[config.mk]
export PLATFORM = sky130hd
export DESIGN_NAME = mux_arbiter
export DESIGN_NICKNAME = d
export VERILOG_FILES = /design/src/rtl/mux_arbiter.sv
export SDC_FILE = /design/constraint.sdc
export NUM_CORES = 1
export LEC_CHECK = 0
export CORE_UTILIZATION = 50
export CTS_CLUSTER_DIAMETER = 60
export DETAILED_ROUTE_END_ITERATION = 10
export GPL_ROUTABILITY_DRIVEN = 0
export HOLD_SLACK_MARGIN = 0.06
export PLACE_DENSITY = 0.77
export SETUP_SLACK_MARGIN = 0.4
export SYNTH_ARGS = -nofsm -noshare
export SYNTH_HDL_FRONTEND = slang
export SYNTH_SLANG_ARGS = --single-unit
[constraint.sdc]
create_clock -name clk -period 3.1 [get_ports clk]
set_clock_uncertainty 0.2 [all_clocks]
set_input_delay 0.93 -clock clk [delete_from_list [all_inputs] [get_ports clk]]
set_output_delay 0.93 -clock clk [all_outputs]
set_load 0.1 [all_outputs]
[src/rtl/mux_arbiter.sv]
// Two-requester arbiter that owns a shared 3-bit 2:1 select path.
// Round-robin on contention, with a bounded hold before a forced hand-over.
module mux_arbiter #(
  parameter int unsigned MAX_HOLD = 4
) (
  input  logic       clk,
  input  logic       rst,
  input  logic       req0,
  input  logic       req1,
  input  logic [2:0] x0,
  input  logic [2:0] x1,
  output logic       gnt0,
  output logic       gnt1,
  output logic       sel,
  output logic [2:0] y,
  output logic       y_valid,
  output logic       busy
);

  localparam int unsigned HW = 4;
  localparam logic [HW-1:0] HOLD_MAX = HW'(MAX_HOLD - 1);

  typedef enum logic [1:0] {
    IDLE = 2'd0,
    OWN0 = 2'd1,
    OWN1 = 2'd2
  } state_t;

  state_t          state;
  state_t          state_nxt;
  logic            last;
  logic [HW-1:0]   hold_cnt;
  logic            own_req;

  // Next owner: round-robin from IDLE, drop/forced hand-over while owned.
  always_comb begin
    state_nxt = state;
    own_req   = 1'b0;
    case (state)
      IDLE: begin
        if (req0 && req1)  state_nxt = last ? OWN0 : OWN1;
        else if (req0)     state_nxt = OWN0;
        else if (req1)     state_nxt = OWN1;
      end
      OWN0: begin
        own_req = req0;
        if (!req0)                            state_nxt = req1 ? OWN1 : IDLE;
        else if (req1 && hold_cnt == HOLD_MAX) state_nxt = OWN1;
      end
      OWN1: begin
        own_req = req1;
        if (!req1)                            state_nxt = req0 ? OWN0 : IDLE;
        else if (req0 && hold_cnt == HOLD_MAX) state_nxt = OWN0;
      end
      default: state_nxt = IDLE;
    endcase
  end

  always_ff @(posedge clk or posedge rst) begin
    if (rst) begin
      state    <= IDLE;
      last     <= 1'b1;
      hold_cnt <= '0;
      gnt0     <= 1'b0;
      gnt1     <= 1'b0;
      sel      <= 1'b0;
      y        <= 3'b000;
      y_valid  <= 1'b0;
      busy     <= 1'b0;
    end else begin
      state <= state_nxt;
      gnt0  <= (state_nxt == OWN0);
      gnt1  <= (state_nxt == OWN1);
      busy  <= (state_nxt != IDLE);
      // sel keeps its last owner while idle
      if (state_nxt == OWN0)      sel <= 1'b0;
      else if (state_nxt == OWN1) sel <= 1'b1;

      if (state_nxt != state) begin
        hold_cnt <= '0;
        if (state_nxt == OWN0)      last <= 1'b0;
        else if (state_nxt == OWN1) last <= 1'b1;
      end else if (own_req && hold_cnt != HOLD_MAX) begin
        hold_cnt <= hold_cnt + HW'(1);
      end

      y_valid <= own_req;
      if (own_req) y <= sel ? x1 : x0;
    end
  end

endmodule
==> results.cfg, run 1 <==
[global_route]
grt_remaining_overflow = 0
track_usage_pct = 23.3
antenna_found_initial = 0
grt_pass1_vias = 786
grt_pass1_wl_mm = 3.46
grt_max_degree = 16

[min_path]
hp-class = reg -> reg
hold_path.startpoint = last

[timing]
rsz0062_at_grt = false
period_minus_slack_ns = 2.65
max_freq_mhz = 377
setup-tns-final_ns = 0
fin_crit_sh_pct = 85.6
slew-limit-headroom_pct = 65.2
hold_ws_ns = 0.333
worstMarginPinSlew_ns = 0.522
setup_viol = 0
slew_violations = 0
hold_violations = 0

[setup_path]
end_kind = flip-flop
regToRegStartpoint = hold_cnt[0]
startpoint = req0
worst-path-max-fanout = 3
worst_ep_arrival_time_ns = 2.67
startpoint_type = input pin
crit_type = in -> reg
cp.required_ns = 3.12

[placement]
portBuffers = 17
hpwl_mm = 1.68

[clock_tree]
ctsHoldBuffers = 0
clkTransAtPathRegs_ns = 0.08
clk_path_buf_depth = 2
clock_latency_ns = 0.28
cts_tree = yes
root_buffer = clkbuf_4
cts_num_sinks = 15
htree_levels = 1
cts_made_buffers = 3

[routing]
drc_errors = 0
drt-initial-drc-count = 30
post_drt_wl_per_cell_um = 13.5
post_drt_via_cell_ratio = 5.45
drt_pass1_iterations = 4
vias = 855
ant_nets = 0
wl_mm = 2.12

[synthesis]
synthCells = 98
ys_ff_latch = 15
ys_types = 39
synth_warnings = 0
synth_nets = 116
synth_area_per_cell_um2 = 9.87
synth.cell_area_um2 = 967
seq_area_frac_synth_pct = 38.9

[die]
start_util_pct = 54.8
die_h_um = 46.0
num_rows = 15
die_w_um = 46.0
core_area_mm2 = 0.00176
die_area_mm2 = 0.00211
pin_count = 18

[cells_and_area]
final_cell_mix = buf_4, dfrtp_1, nor2_1
seqCellArea_um2 = 377
area_growth_pct = 35.6
nFillCells = 140
diodes = 0
post-route-util_pct = 74.3
multi_input_area_um2 = 587
final_common_cell = buf_4
final_nets = 151
drive_gt1_share_pct = 37.9

[flow_run]
drv_cap = 0

[status]
status = finished clean
per-stage QoR:
stage	setup WS (ns)	instance area, µm²	cells
2_1_floorplan	0.291	1010	98
3_5_place_dp	-0.281	1260	151
5_1_grt	0.411	1310	157
3_3_place_gp	-0.245	1260	151
4_1_cts	0.404	1280	155
6_report	0.446	1310	157
synthesized netlist by cell type (all sizes together):
master	n	area share, %
a2111o	1	1.2
a21bo	1	1.0
a21boi	1	0.78
a21o	3	2.5
a21oi	6	3.1
a2bb2oi	1	0.91
a311oi	1	0.91
a31o	1	0.91
a31oi	2	1.3
a32o	1	1.2
and2	2	1.3
buf	1	1.2
clkbuf	1	0.39
dfrtp	14	36
dfstp	1	2.7
ha	8	10
inv	8	3.4
mux2i	4	4.1
nand2	7	2.7
nand3	2	1.0
nand4	1	0.65
nor2	12	4.7
nor3	1	0.52
nor3b	1	1.3
o2111ai	1	0.91
o211ai	2	1.6
o21a	1	0.78
o21ai	1	0.52
o21bai	2	1.6
o311a	2	3.2
o31a	1	0.91
or2	1	0.65
or2b	1	0.91
or3b	1	0.91
or4bb	1	1.2
xor2	3	2.7
logic make-up after synthesis:
group | count (synthesis) | synth area share [%]
xor gates and xnor gates | 3 | 2.72
and+or+nand+nor | 30 | 15.8
adders and majority gates | 8 | 10.3
buffers and inverters | 10 | 4.92
DFF | 15 | 38.9
AOI/OAI and AO/OA | 28 | 23.2
muxes | 4 | 4.14
sequential cells by signal, indices dropped and copies added (netlist names):
signal / cells
gnt1: 1
hold_cnt: 4
last: 1
y: 3
sel: 1
state: 2
y_valid: 1
busy: 1
gnt0: 1
worst paths after layout:
check | endpoint | slack (ns) | cells after the start
max reg2reg | last | 0.48 | 9
min | last | 0.33 | 2
max in group asynchronous | last | 1.55 | 2
max | last | 0.45 | 9
min reg2reg | last | 0.33 | 2
min in group asynchronous | hold_cnt[1] | 0.78 | 2
worst max-delay path, cell delays in order:
cell and delay [ns]:
buf_2 0.12, nand2_2 0.07, a21o_1 0.18, or2_4 0.24, a31o_4 0.26, ha_4 0.26, or2b_4 0.26, a2111o_1 0.28
nand3_1 0.08
layout make-up:
| cell class | instances | share of cell area, % |
|---|---|---|
| Clock inverter | 1 | 0.382 |
| Sequential cell | 15 | 28.7 |
| Clock buffer | 3 | 1.72 |
| Inverter | 8 | 2.48 |
| Timing Repair Buffer | 32 | 19.6 |
| Multi-Input combinational cell | 73 | 44.8 |
| Tap cell | 25 | 2.39 |
repair_timing:
item                       CTS  global route
pin swaps                    2             1
resized for setup           10             8
setup buffers                0             2
setup endpoints to repair    6             1
layer usage:
layer / share of wire, % / GRT usage, %
met5: 0 / 0
met4: 0.47 / 4.12
met3: 5.4 / 6.75
met2: 50 / 38.6
met1: 44 / 30.1
Power of run 1 is left out: the tool's default activity adds up to more than one toggle a clock period on the data nets, which glitch-free logic cannot reach.
==> inputs of run 2 (changes only) <==
Settings changed: ABC_AREA from default to 1, GPL_TIMING_DRIVEN from default to 0, SETUP_SLACK_MARGIN 0.4 to 0.5.
==> run 2 against run 1 <==
Effect of this change:
- non-clock buffer count is 15 lower
- worst hold slack worse by 0.065 ns
- critical endpoint is now gnt0
- setup slack better by 0.098 ns
- first-iteration DRC count shrank 60%
==> results.cfg, run 2 <==
[setup_path]
startpoint_type = flip-flop
crit_chain = clkdlybuf4s15_1
path_delay_family = buffers and inverters
reg2reg_depth = 12
crit_slowest_cell = clkdlybuf4s15_1
worst-path-buf-inv = 1
worst-path-max-fanout = 1
regToRegStartpoint = state[1]
end_kind = primary output
cp.required_ns = 1.97
rrSetupSlack_ns = 0.94
worst_ep_arrival_time_ns = 1.43
crit_type = reg -> out
cpPeakStageDelay_ns = 0.81
startpoint = gnt0
r2r-end = sel

[synthesis]
synthTopCellsByArea = dfrtp_1, ha_1, nand2_1
synth_top_cell_area_share_pct = 37.5
synthCells = 111
synth_area_per_cell_um2 = 8.41
yosysMostFrequentCell = nand2_1
ys_types = 23
synthTopCellsByCount = nand2_1, inv_1, dfrtp_1, ha_1
synth_largest_area_cell = dfrtp_1
synth-edff-count = 0
synth_ff_type = dfrtp_1
synth_warnings = 0
synth_nets = 129
synth.cell_area_um2 = 933
ys_async_sr_fraction_pct = 100
ys_ff_latch = 15
seq_area_frac_synth_pct = 40.3

[global_route]
grt_remaining_overflow = 0
track_usage_pct = 18.9
gr-usage-met1_pct = 22.5
busiest_layer = met2
grt_pass1_vias = 659
use_met2_pct = 30.7
grt_use_met3_pct = 2.40
antenna_found_initial = 0
grt_max_degree = 16
grt_pass1_wl_mm = 2.68

[cells_and_area]
largest_registers = hold_cnt x4, y x3, state x2
regMostFlops = hold_cnt
drive_gt1_share_pct = 22.7
final_cell_mix = nand2_1, inv_1, dfrtp_1
diodes = 0
largest_reg_flops = 4
final_common_cell = nand2_1
final_nets = 151
area_growth_pct = 23.6

[power]
p_leak_nw = 0.606
vdd_drop_max_mv = 0.574
power_density_mw_per_mm2 = 1080

[clock_tree]
htree_levels = 1
cts_setup_buffers = 0
cts_made_buffers = 3
root_buffer = clkbuf_4
cts_tree = yes
cts_num_sinks = 15
clock_latency_ns = 0.28
clk_path_buf_depth = 2
clkTransAtPathRegs_ns = 0.08

[timing]
hold_ws_ns = 0.268
period_minus_slack_ns = 2.56
setup_viol = 0
fin_crit_sh_pct = 82.5
rsz0062_at_grt = false
slew-limit-headroom_pct = 37.2
worstMarginPinSlew_ns = 0.945
setup-tns-final_ns = 0
hold_violations = 0
slew_violations = 0
max_freq_mhz = 391

[min_path]
min_to = last
hp-class = reg -> reg
hold_path.startpoint = last
min_path_cells = 2

[routing]
drt-initial-drc-count = 12
vias = 772
post_drt_wl_per_cell_um = 10.9
ant_nets = 0
drc_errors = 0
drt_pass1_iterations = 4
wl_mm = 1.71
post_drt_via_cell_ratio = 4.92

[placement]
portBuffers = 17
hpwl_mm = 1.32

[flow_run]
drv_cap = 0

[die]
pin_count = 18
die_w_um = 45.2
start_util_pct = 53.5
num_rows = 15
die_area_mm2 = 0.00204
core_area_mm2 = 0.00175
die_h_um = 45.2

[status]
status = finished clean
## run 2: cell count changes after synthesis, sizes merged, moves of 3 or more
cell / previous run / this run
nand3: 2 / 9
o21ai: 1 / 8
nand2: 7 / 34
inv: 8 / 19
a21oi: 6 / 3
mux2i: 4 / 0
a21o: 3 / 0
## run 2: cells by family after synthesis
| kind of cell | count (synthesis) | synth area share, % |
|---|---|---|
| and+or+nand+nor | 55 | 31.8 |
| xor gates and xnor gates | 2 | 1.88 |
| DFF | 15 | 40.3 |
| AOI/OAI and AO/OA | 11 | 7.10 |
| adders and majority gates | 8 | 10.7 |
| buffers and inverters | 20 | 8.18 |
## run 2: worst max path at each step
stage	slack, ns	cells after the start	end
6_report	0.54	1	gnt0
5_1_grt	0.51	1	y_valid
4_1_cts	0.34	1	sel
3_5_place_dp	0.25	11	sel
3_3_place_gp	0.30	11	sel
2_1_floorplan	0.99	10	sel
## run 2: per-stage QoR
stage / setup slack (ns) / total power [mW] / cell area (µm²) / utilization (%) / instances
2_1_floorplan: 0.991 / 0.978 / 933 / - / 111
3_3_place_gp: 0.297 / 1.13 / 1130 / 65.0 / 153
3_5_place_dp: 0.254 / 1.16 / 1130 / 65.0 / 153
4_1_cts: 0.338 / 1.25 / 1160 / 66.5 / 157
5_1_grt: 0.506 / 1.33 / 1150 / 66.1 / 157
6_report: 0.543 / 1.24 / 1150 / 66.1 / 157
## run 2: layer usage
layer	vias to the layer above	share of wire, %
li1	387	-
met1	352	47
met2	27	44
met3	6	4.2
met4	0	4.1
met5	-	0
## run 2: layout make-up
| cell class | count | area (µm²) |
|---|---|---|
| clock buffers | 4 | 26.3 |
| repair buffers | 17 | 163 |
| flip-flops and latches | 15 | 377 |
| fillers | 145 | 592 |
| well taps | 25 | 31.3 |
| inverters | 20 | 76.3 |
| multi-input cells | 76 | 480 |
## run 2: what timing repair did
action	in CTS	in global routing
hold buffers	0	0
gates resized for setup	15	8
endpoints found under the setup margin	8	7
## run 2: report_power, final
part / switching (mW) / internal, mW / total [mW]
Clock: 0.0612 / 0.0500 / 0.111
Combinational: 0.615 / 0.201 / 0.816
Sequential: 0.0471 / 0.269 / 0.316
Total: 0.724 / 0.520 / 1.24
## run 2: worst min-delay path, stage by stage, from the launching register on
cell,delay [ns]
dfstp_2,0.38
nand2_1,0.05
nand2_1,0.04
No activity file was read; power rests on OpenSTA's default activity.
